File: src/rtl/lvds_word_aligner_if.sv
// Deserialiser-side bundle for the LVDS word aligner: the received word and
// control inputs in one direction, the alignment status and bitslip in the other.
interface lvds_word_aligner_if #(
  parameter int DATA_W   = 10,
  parameter int MAX_SLIP = DATA_W
);
  localparam int SLIP_CNT_W = $clog2(MAX_SLIP + 1);

  logic [DATA_W-1:0]     rx_data;
  logic                  en;
  logic                  lock_mon;
  logic                  bitslip;
  logic                  align_done;
  logic                  align_fail;
  logic                  lock_lost;
  logic [SLIP_CNT_W-1:0] slip_cnt;

  modport master (
    output rx_data, en, lock_mon,
    input  bitslip, align_done, align_fail, lock_lost, slip_cnt
  );

  modport slave (
    input  rx_data, en, lock_mon,
    output bitslip, align_done, align_fail, lock_lost, slip_cnt
  );
endinterface

File: src/rtl/lvds_word_aligner.sv
// Word aligner: pulses bitslip until CHECK_N consecutive commas are seen, then
// optionally monitors training traffic and re-aligns after LOSS_N bad words.
module lvds_word_aligner #(
  parameter int                DATA_W    = 10,
  parameter logic [DATA_W-1:0] COMMA1    = 10'b0101111100,
  parameter logic [DATA_W-1:0] COMMA2    = 10'b1010000011,
  parameter int                SLIP_WAIT = 10,
  parameter int                CHECK_N   = 3,
  parameter int                MAX_SLIP  = DATA_W,
  parameter int                LOSS_N    = 4
) (
  input logic                 rx_clk,
  input logic                 rst_n,
  lvds_word_aligner_if.slave  bus
);
  localparam int SW = $clog2(MAX_SLIP + 1);
  localparam int WW = $clog2(SLIP_WAIT + 1);
  localparam int CW = $clog2(CHECK_N + 1);
  localparam int LW = $clog2(LOSS_N + 1);

  localparam logic [2:0] S_IDLE   = 3'd0;
  localparam logic [2:0] S_WAIT   = 3'd1;
  localparam logic [2:0] S_CHECK  = 3'd2;
  localparam logic [2:0] S_SLIP   = 3'd3;
  localparam logic [2:0] S_LOCKED = 3'd4;
  localparam logic [2:0] S_FAIL   = 3'd5;

  logic [2:0]    state_q, state_d;
  logic [WW-1:0] wait_cnt_q, wait_cnt_d;
  logic [CW-1:0] good_cnt_q, good_cnt_d;
  logic [LW-1:0] loss_cnt_q, loss_cnt_d;
  logic [SW-1:0] slip_cnt_q, slip_cnt_d;
  logic          bitslip_q, bitslip_d;
  logic          align_done_q, align_done_d;
  logic          align_fail_q, align_fail_d;
  logic          lock_lost_q, lock_lost_d;
  logic          comma;

  assign comma = (bus.rx_data == COMMA1) || (bus.rx_data == COMMA2);

  always_comb begin
    state_d      = state_q;
    wait_cnt_d   = wait_cnt_q;
    good_cnt_d   = good_cnt_q;
    loss_cnt_d   = loss_cnt_q;
    slip_cnt_d   = slip_cnt_q;
    bitslip_d    = 1'b0;
    align_done_d = align_done_q;
    align_fail_d = align_fail_q;
    lock_lost_d  = 1'b0;

    if (!bus.en) begin
      // Abort beats every other event, including a pending lock or loss.
      state_d      = S_IDLE;
      wait_cnt_d   = '0;
      good_cnt_d   = '0;
      loss_cnt_d   = '0;
      slip_cnt_d   = '0;
      align_done_d = 1'b0;
      align_fail_d = 1'b0;
    end else begin
      case (state_q)
        S_IDLE: begin
          state_d    = S_WAIT;
          wait_cnt_d = '0;
        end
        S_WAIT: begin
          if (wait_cnt_q == WW'(SLIP_WAIT - 1)) begin
            state_d    = S_CHECK;
            good_cnt_d = '0;
          end else begin
            wait_cnt_d = wait_cnt_q + WW'(1);
          end
        end
        S_CHECK: begin
          if (comma) begin
            if (good_cnt_q == CW'(CHECK_N - 1)) begin
              state_d      = S_LOCKED;
              align_done_d = 1'b1;
              loss_cnt_d   = '0;
            end else begin
              good_cnt_d = good_cnt_q + CW'(1);
            end
          end else if (slip_cnt_q < SW'(MAX_SLIP)) begin
            state_d    = S_SLIP;
            bitslip_d  = 1'b1;
            slip_cnt_d = slip_cnt_q + SW'(1);
          end else begin
            state_d      = S_FAIL;
            align_fail_d = 1'b1;
          end
        end
        S_SLIP: begin
          state_d    = S_WAIT;
          wait_cnt_d = '0;
        end
        S_LOCKED: begin
          if (!bus.lock_mon || comma) begin
            loss_cnt_d = '0;
          end else if (loss_cnt_q == LW'(LOSS_N - 1)) begin
            // Re-check starts from the current slip position, no slip first.
            state_d      = S_WAIT;
            wait_cnt_d   = '0;
            loss_cnt_d   = '0;
            slip_cnt_d   = '0;
            align_done_d = 1'b0;
            lock_lost_d  = 1'b1;
          end else begin
            loss_cnt_d = loss_cnt_q + LW'(1);
          end
        end
        S_FAIL: begin
          state_d = S_FAIL;
        end
        default: begin
          state_d = S_IDLE;
        end
      endcase
    end
  end

  always_ff @(posedge rx_clk or negedge rst_n) begin
    if (!rst_n) begin
      state_q      <= S_IDLE;
      wait_cnt_q   <= '0;
      good_cnt_q   <= '0;
      loss_cnt_q   <= '0;
      slip_cnt_q   <= '0;
      bitslip_q    <= 1'b0;
      align_done_q <= 1'b0;
      align_fail_q <= 1'b0;
      lock_lost_q  <= 1'b0;
    end else begin
      state_q      <= state_d;
      wait_cnt_q   <= wait_cnt_d;
      good_cnt_q   <= good_cnt_d;
      loss_cnt_q   <= loss_cnt_d;
      slip_cnt_q   <= slip_cnt_d;
      bitslip_q    <= bitslip_d;
      align_done_q <= align_done_d;
      align_fail_q <= align_fail_d;
      lock_lost_q  <= lock_lost_d;
    end
  end

  assign bus.bitslip    = bitslip_q;
  assign bus.align_done = align_done_q;
  assign bus.align_fail = align_fail_q;
  assign bus.lock_lost  = lock_lost_q;
  assign bus.slip_cnt   = slip_cnt_q;
endmodule
File: src/flat_wrapper.sv
// flat-port wrapper written by rule: the top's interface ports become plain ports
module lvds_word_aligner_flat 
#(
  parameter int                DATA_W    = 10,
  parameter logic [DATA_W-1:0] COMMA1    = 10'b0101111100,
  parameter logic [DATA_W-1:0] COMMA2    = 10'b1010000011,
  parameter int                SLIP_WAIT = 10,
  parameter int                CHECK_N   = 3,
  parameter int                MAX_SLIP  = DATA_W,
  parameter int                LOSS_N    = 4
)
  (rx_clk, rst_n, bus_rx_data, bus_en, bus_lock_mon, bus_bitslip, bus_align_done, bus_align_fail, bus_lock_lost, bus_slip_cnt);
  lvds_word_aligner_if #(.DATA_W(DATA_W), .MAX_SLIP(MAX_SLIP)) bus_i ();
  input logic rx_clk;
  input logic rst_n;
  input wire logic [$bits(bus_i.rx_data)-1:0] bus_rx_data;
  input wire logic [$bits(bus_i.en)-1:0] bus_en;
  input wire logic [$bits(bus_i.lock_mon)-1:0] bus_lock_mon;
  output wire logic [$bits(bus_i.bitslip)-1:0] bus_bitslip;
  output wire logic [$bits(bus_i.align_done)-1:0] bus_align_done;
  output wire logic [$bits(bus_i.align_fail)-1:0] bus_align_fail;
  output wire logic [$bits(bus_i.lock_lost)-1:0] bus_lock_lost;
  output wire logic [$bits(bus_i.slip_cnt)-1:0] bus_slip_cnt;
  assign bus_i.rx_data = bus_rx_data;
  assign bus_i.en = bus_en;
  assign bus_i.lock_mon = bus_lock_mon;
  assign bus_bitslip = bus_i.bitslip;
  assign bus_align_done = bus_i.align_done;
  assign bus_align_fail = bus_i.align_fail;
  assign bus_lock_lost = bus_i.lock_lost;
  assign bus_slip_cnt = bus_i.slip_cnt;
  lvds_word_aligner #(.DATA_W(DATA_W), .COMMA1(COMMA1), .COMMA2(COMMA2), .SLIP_WAIT(SLIP_WAIT), .CHECK_N(CHECK_N), .MAX_SLIP(MAX_SLIP), .LOSS_N(LOSS_N)) u_core (.rx_clk(rx_clk), .rst_n(rst_n), .bus(bus_i));
endmodule
File: config.mk
export PLATFORM = sky130hd
export DESIGN_NAME = lvds_word_aligner_flat
export DESIGN_NICKNAME = d
export VERILOG_FILES = /design/src/rtl/lvds_word_aligner_if.sv /design/src/rtl/lvds_word_aligner.sv /design/src/flat_wrapper.sv
export SDC_FILE = /design/constraint.sdc
export NUM_CORES = 1
export LEC_CHECK = 0
export CELL_PAD_IN_SITES_DETAIL_PLACEMENT = 1
export CELL_PAD_IN_SITES_GLOBAL_PLACEMENT = 1
export CORE_MARGIN = 2
export CORE_UTILIZATION = 43
export CTS_CLUSTER_DIAMETER = 30
export DETAILED_ROUTE_END_ITERATION = 10
export HOLD_SLACK_MARGIN = 0.1
export PLACE_DENSITY_LB_ADDON = 0.25
export SLEW_MARGIN = 10
export SYNTH_ARGS = -nofsm -noshare
export SYNTH_HDL_FRONTEND = slang
export SYNTH_SLANG_ARGS = --single-unit
File: constraint.sdc
create_clock -name rx_clk -period 5.7 [get_ports rx_clk]
set_input_delay 0.855 -clock rx_clk [delete_from_list [all_inputs] [get_ports rx_clk]]
set_output_delay 0.855 -clock rx_clk [all_outputs]
set_load 0.01 [all_outputs]
==> results of run 1 <==
[registers in the layout (all words and copies together) (netlist names)]
signal / flops
u_core.bus.align_done: 1
u_core.bus.slip_cnt: 4
u_core.state_q: 3
u_core.wait_cnt_q: 4
u_core.good_cnt_q: 2
u_core.bus.bitslip: 1
u_core.loss_cnt_q: 3
u_core.bus.lock_lost: 1
u_core.bus.align_fail: 1
[critical path, cell delays in order]
cell and delay, ns:
clkdlybuf4s50_1 0.47, nor4bb_1 0.31, nand4_1 0.21, nand2_1 0.34, o31ai_2 0.18, mux2_4 0.31
[cells in the final DEF (no fill, tap or decap), types with 2 or more instances in the layout]
cell type	netlist	routed
a21oi_1	4	4
a31oi_1	4	4
a32o_1	4	4
and2_1	2	2
and3_1	2	2
clkbuf_4	0	3
clkdlybuf4s50_1	0	21
dfrtp_1	20	20
ha_1	5	5
inv_1	5	5
nand2_1	11	11
nand2b_1	3	3
nand3_1	3	3
nand3b_1	2	2
nand4b_1	2	2
nor2_1	5	5
nor2b_1	6	6
nor3_1	4	4
nor4bb_1	4	4
o21a_1	3	3
o21ai_0	6	6
o21bai_1	2	2
o31ai_1	2	2
or3_1	2	2
[worst paths after layout]
kind / slack (ns) / depth (start not counted) / to
setup / recovery: 3.23 / 6 / u_core.wait_cnt_q[1]$_DFFE_PN0P_
hold / removal: 0.52 / 1 / u_core.loss_cnt_q[0]$_DFFE_PN0P_
setup reg to reg: 3.66 / 5 / u_core.wait_cnt_q[1]$_DFFE_PN0P_
hold reg to reg: 0.52 / 1 / u_core.loss_cnt_q[0]$_DFFE_PN0P_
max in group asynchronous: 4.03 / 1 / u_core.bus.lock_lost$_DFF_PN0_
min in group asynchronous: 1.08 / 1 / u_core.bus.slip_cnt[1]$_DFFE_PN0P_
[synthesized netlist by cell type, types with 3 or more instances]
library cell | n | area, um^2
nor2b_1 | 6 | 37.5
a21oi_1 | 4 | 20.0
nand2b_1 | 3 | 18.8
o21ai_0 | 6 | 30.0
nand2_1 | 11 | 41.3
nor2_1 | 5 | 18.8
nor4bb_1 | 4 | 40.0
inv_1 | 5 | 18.8
o21a_1 | 3 | 22.5
nand3_1 | 3 | 15.0
a32o_1 | 4 | 40.0
dfrtp_1 | 20 | 500
a31oi_1 | 4 | 25.0
ha_1 | 5 | 62.6
nor3_1 | 4 | 20.0
[kinds of logic (layout without fill, tap and decap cells)]
family          count (synthesis)  after routing  synth area share
mux                             2              2            0.0193
simple gates                   57             57             0.282
compound gates                 37             37             0.212
fa+ha+maj                       5              5            0.0484
flops                          20             20             0.387
buf+inv                        12             29            0.0513
[layout make-up]
type	count	area [um^2]	area share
multi-input combinational	101	727	0.479
timing repair buffer	21	210	0.138
inverter	5	18.8	0.0124
clock buffer	3	22.5	0.0148
sequential	20	500	0.330
tap	31	38.8	0.0256
[routing by layer]
| metal | up-vias | wire length (um) |
|---|---|---|
| met5 | - | 0 |
| met4 | 0 | 21 |
| met2 | 11 | 1560 |
| met3 | 3 | 76 |
| li1 | 531 | - |
| met1 | 543 | 1470 |
[metrics by stage]
stage / hold slack, ns / setup WS, ns / instances
floorplan: 0.457 / 3.58 / 133
global placement: 0.484 / 2.99 / 178
detailed placement: 0.490 / 2.90 / 178
CTS: 0.516 / 3.23 / 181
global route: 0.542 / 3.02 / 181
finish: 0.516 / 3.23 / 181
[where the power goes]
part	total (uW)	switching, uW	internal, uW
Combinational	21.7	9.68	12.0
Sequential	145	2.26	143
Clock	69.3	44.6	24.8
==> out/results.tsv, run 1 <==
stage	metric	value	unit
run_status	status	complete, but fails checks	
run_status	failing checks	design-rule violations	
sta	# setup viols final	0	
layout	Area Overhead vs Synth	17.3	%
layout	final instance area	0.00152	mm^2
clocking	clock sink count	20	
clocking	clock-pin slew on the worst setup and hold paths	0.11	ns
route	vias per inst	6.01	
floorplanning	row count	19	
sta	Worst-Margin Slew	0.988	ns
floorplanning	Initial Util	0.461	
sta	Final Max Slew Viols	0	
hold_path	Worst Hold Class	flip-flop to flip-flop	
place	hpwl dp	2370	um
place	RD Place Congestion	0.780	
yosys	YS warnings	0	
clocking	Num CTS Buffers	3	
clocking	CTS tree	built	
pwr	Peak VDD IR	0.0000979	V
floorplanning	I/O Pins	22	
yosys	number of synthesized flops with an enable pin	0	
pwr	leak pwr	0.000625	uW
layout	# diodes	0	
yosys	area of the mapped netlist	0.00129	mm^2
grt	Top Usage Layer GRT	met2	
clocking	H-Tree Depth	1	
floorplanning	die height	58.9	um
layout	final net count	171	
grt	first-pass GRT wire length	5470	um
yosys	Synth Flop Type	dfrtp_1	
clocking	post-CTS setup buffer count	0	
yosys	synthesis-stage register bit count	20	
floorplanning	DIE WIDTH	58.9	um
sta	setup TNS	0	ns
sta	period utilisation layout	0.434	
sta	Highest Clock Rate	404	MHz
clocking	Clock Path Buffers	2	
floorplanning	Die ar.	0.00346	mm^2
layout	layout cell share with drive strength beyond 1	0.0733	
route	Post-DRT Antenna Nets	0	
grt	All-Layer GR Usage	0.205	
clocking	post-CTS sizing	0	
clocking	Clock Root Buffer	clkbuf_4	
route	DR iter-0 viols	49	
grt	vias in the first global route	1182	
sta	clk_skew	0.00151	ns
yosys	asr flop ratio synth	1.00	
flow_run	max cap viols	0	
grt	grt met2 use	0.340	
floorplanning	Core ar.	0.00281	mm^2
grt	GR Overflow Total	0	
sta	hold violation total from the final report	0	
yosys	distinct cell type count after synthesis	51	
route	DR vias	1088	
layout	Fill cells	329	
clocking	Post-CTS Hold Fix Bufs	0	
critical_path	CP arrival	2.68	ns
sta	Tmin final	2.47	ns
critical_path	worst setup path category	primary input to flip-flop	
grt	grt met3 use	0.0418	
layout	Core Util, Final	0.541	
sta	Slew HR	0.339	
critical_path	Worst EP required	5.91	ns
sta	RSZ-0062 raised after global routing	no	
yosys	sequential share of the synthesized area	0.387	
pwr	total power	236	uW
place	PortBufs	21	
grt	largest net degree at the start of global routing	21	
place	Placed Area	0.00150	mm^2
grt	met1 GRT Util	0.271	
yosys	Synth Instances	133	
critical_path	Setup crit start kind	primary input	
yosys	Synth Net Count	152	
route	Routed WL	3120	um
critical_path	Worst R2R Start	u_core.wait_cnt_q[0]$_DFFE_PN0P_	
pwr	power per cell area	156	mW/mm^2
yosys	Post-Syn Area per Cell	9.73	um^2
route	Pre-Repair DR Iteration Count	7	
critical_path	CP Max Fanout	11	
hold_path	Worst Hold Launch	u_core.loss_cnt_q[0]$_DFFE_PN0P_	
route	DRC	1	
clocking	worst skew pair latency	0.31	ns
route	Avg WL per Cell	17.3	um
critical_path	start point of the critical path	bus_rx_data[8]	
grt	initial antenna violation count	0	
critical_path	Crit. End Element	flip-flop	
(Power assumes the default switching activity.)
==> inputs of run 2 (changes only) <==
Settings changed: CORE_UTILIZATION 43 to 40.
Clock period 5.7 ns to 2.3 ns, I/O delays scaled along.
==> out/results.tsv, run 2 (synthesized netlist as in run 1, its figures left out) <==
stage	metric	value	unit
run_status	status	finished clean	
layout	non-filler cells, final	199	
critical_path	CP arrival	2.22	ns
critical_path	CP Max Fanout	4	
clocking	H-Tree Depth	1	
sta	hold violation total from the final report	0	
place	hpwl dp	2480	um
route	DR iter-0 viols	28	
sta	# setup viols final	0	
sta	Final Max Slew Viols	0	
floorplanning	Core ar.	0.00305	mm^2
place	PortBufs	21	
clocking	clock sink count	20	
sta	setup TNS	0	ns
sta	Slew HR	0.709	
clocking	Clock Root Buffer	clkbuf_4	
grt	first-pass GRT wire length	5530	um
grt	GR Overflow Total	0	
pwr	total power	714	uW
route	vias per inst	5.71	
floorplanning	Die ar.	0.00371	mm^2
sta	Worst-Margin Slew	0.436	ns
grt	largest net degree at the start of global routing	21	
grt	initial antenna violation count	0	
floorplanning	Initial Util	0.424	
critical_path	Setup crit start kind	flip-flop	
clocking	clock-pin slew on the worst setup and hold paths	0.13	ns
sta	Tmin final	2.00	ns
route	Pre-Repair DR Iteration Count	4	
grt	All-Layer GR Usage	0.200	
layout	Area Overhead vs Synth	23.2	%
pwr	leak pwr	0.000658	uW
floorplanning	DIE WIDTH	60.9	um
critical_path	Crit. End Element	flip-flop	
layout	layout cell share with drive strength beyond 1	0.103	
route	DR vias	1136	
route	Routed WL	3190	um
pwr	power per cell area	448	mW/mm^2
clocking	Post-CTS Hold Fix Bufs	0	
grt	vias in the first global route	1161	
route	DRC	0	
layout	# diodes	0	
layout	most frequent cells in the layout	clkdlybuf4s50_1 (21), dfrtp_1 (20), nand2_1 (11)	
place	RD Place Congestion	0.885	
critical_path	Worst EP required	2.52	ns
clocking	worst skew pair latency	0.32	ns
clocking	Clock Path Buffers	2	
hold_path	Worst Hold Class	primary input to asynchronous set/reset pin	
clocking	CTS tree	built	
clocking	post-CTS setup buffer count	0	
pwr	Peak VDD IR	0.000248	V
place	Cells after DPL	195	
critical_path	worst setup path category	flip-flop to flip-flop	
route	Post-DRT Antenna Nets	0	
floorplanning	die height	60.9	um
layout	most common cell after layout, fill and taps aside	clkdlybuf4s50_1	
route	Avg WL per Cell	16.0	um
clocking	Num CTS Buffers	3	
sta	clk_skew	0.0140	ns
layout	final net count	175	
clocking	post-CTS sizing	0	
sta	Highest Clock Rate	499	MHz
sta	period utilisation layout	0.871	
sta	RSZ-0062 raised after global routing	no	
floorplanning	row count	20	
critical_path	Worst R2R Setup Slack	0.30	ns
flow_run	max cap viols	0	
floorplanning	I/O Pins	22	
[run 2: final timing paths]
kind	start	to	depth (start not counted)
min reg2reg	u_core.loss_cnt_q[0]$_DFFE_PN0P_	u_core.loss_cnt_q[0]$_DFFE_PN0P_	1
max reg2reg	u_core.wait_cnt_q[0]$_DFFE_PN0P_	u_core.wait_cnt_q[1]$_DFFE_PN0P_	6
max	u_core.wait_cnt_q[0]$_DFFE_PN0P_	u_core.wait_cnt_q[1]$_DFFE_PN0P_	6
min	rst_n	u_core.bus.slip_cnt[0]$_DFFE_PN0P_	2
max in group asynchronous	rst_n	u_core.loss_cnt_q[2]$_DFFE_PN0P_	2
min in group rx_clk	u_core.loss_cnt_q[0]$_DFFE_PN0P_	u_core.loss_cnt_q[0]$_DFFE_PN0P_	1
[run 2: per-stage QoR]
stage	setup slack, ns	util	area (um^2)	hold slack, ns
final	0.297	0.522	1590	0.344
after global routing	0.189	0.522	1590	0.382
after CTS	0.286	0.522	1590	0.355
after detailed placement	-0.0612	0.505	1540	0.488
after global placement	0.120	0.505	1540	0.481
after floorplan	0.447	-	1290	0.0494
[run 2: layer usage]
metal | track usage | part of all wire
met5 | 0 | 0
met4 | 0.0714 | 0.018
met2 | 0.350 | 0.50
met3 | 0.0320 | 0.036
met1 | 0.249 | 0.44
[run 2: final cells by class]
type | count | area, um^2
fill | 361 | 1460
multi-input combinational | 101 | 727
sequential | 20 | 500
timing repair buffer | 25 | 240
tap | 44 | 55.1
clock inverter | 1 | 30.0
clock buffer | 3 | 22.5
inverter | 5 | 18.8
[run 2: worst max-delay path: stages (launching register included)]
cell and delay, ns:
dfrtp_1 0.45, ha_1 0.21, and3b_1 0.22, a221o_1 0.39
o21a_2 0.22, o31ai_2 0.09, mux2_4 0.34
[run 2: report_power, final]
| part | switching (uW) | internal [uW] | leakage [uW] |
|---|---|---|---|
| Clock | 121 | 176 | 0.0000279 |
| Sequential | 5.86 | 354 | 0.000276 |
| Combinational | 24.9 | 31.9 | 0.000354 |
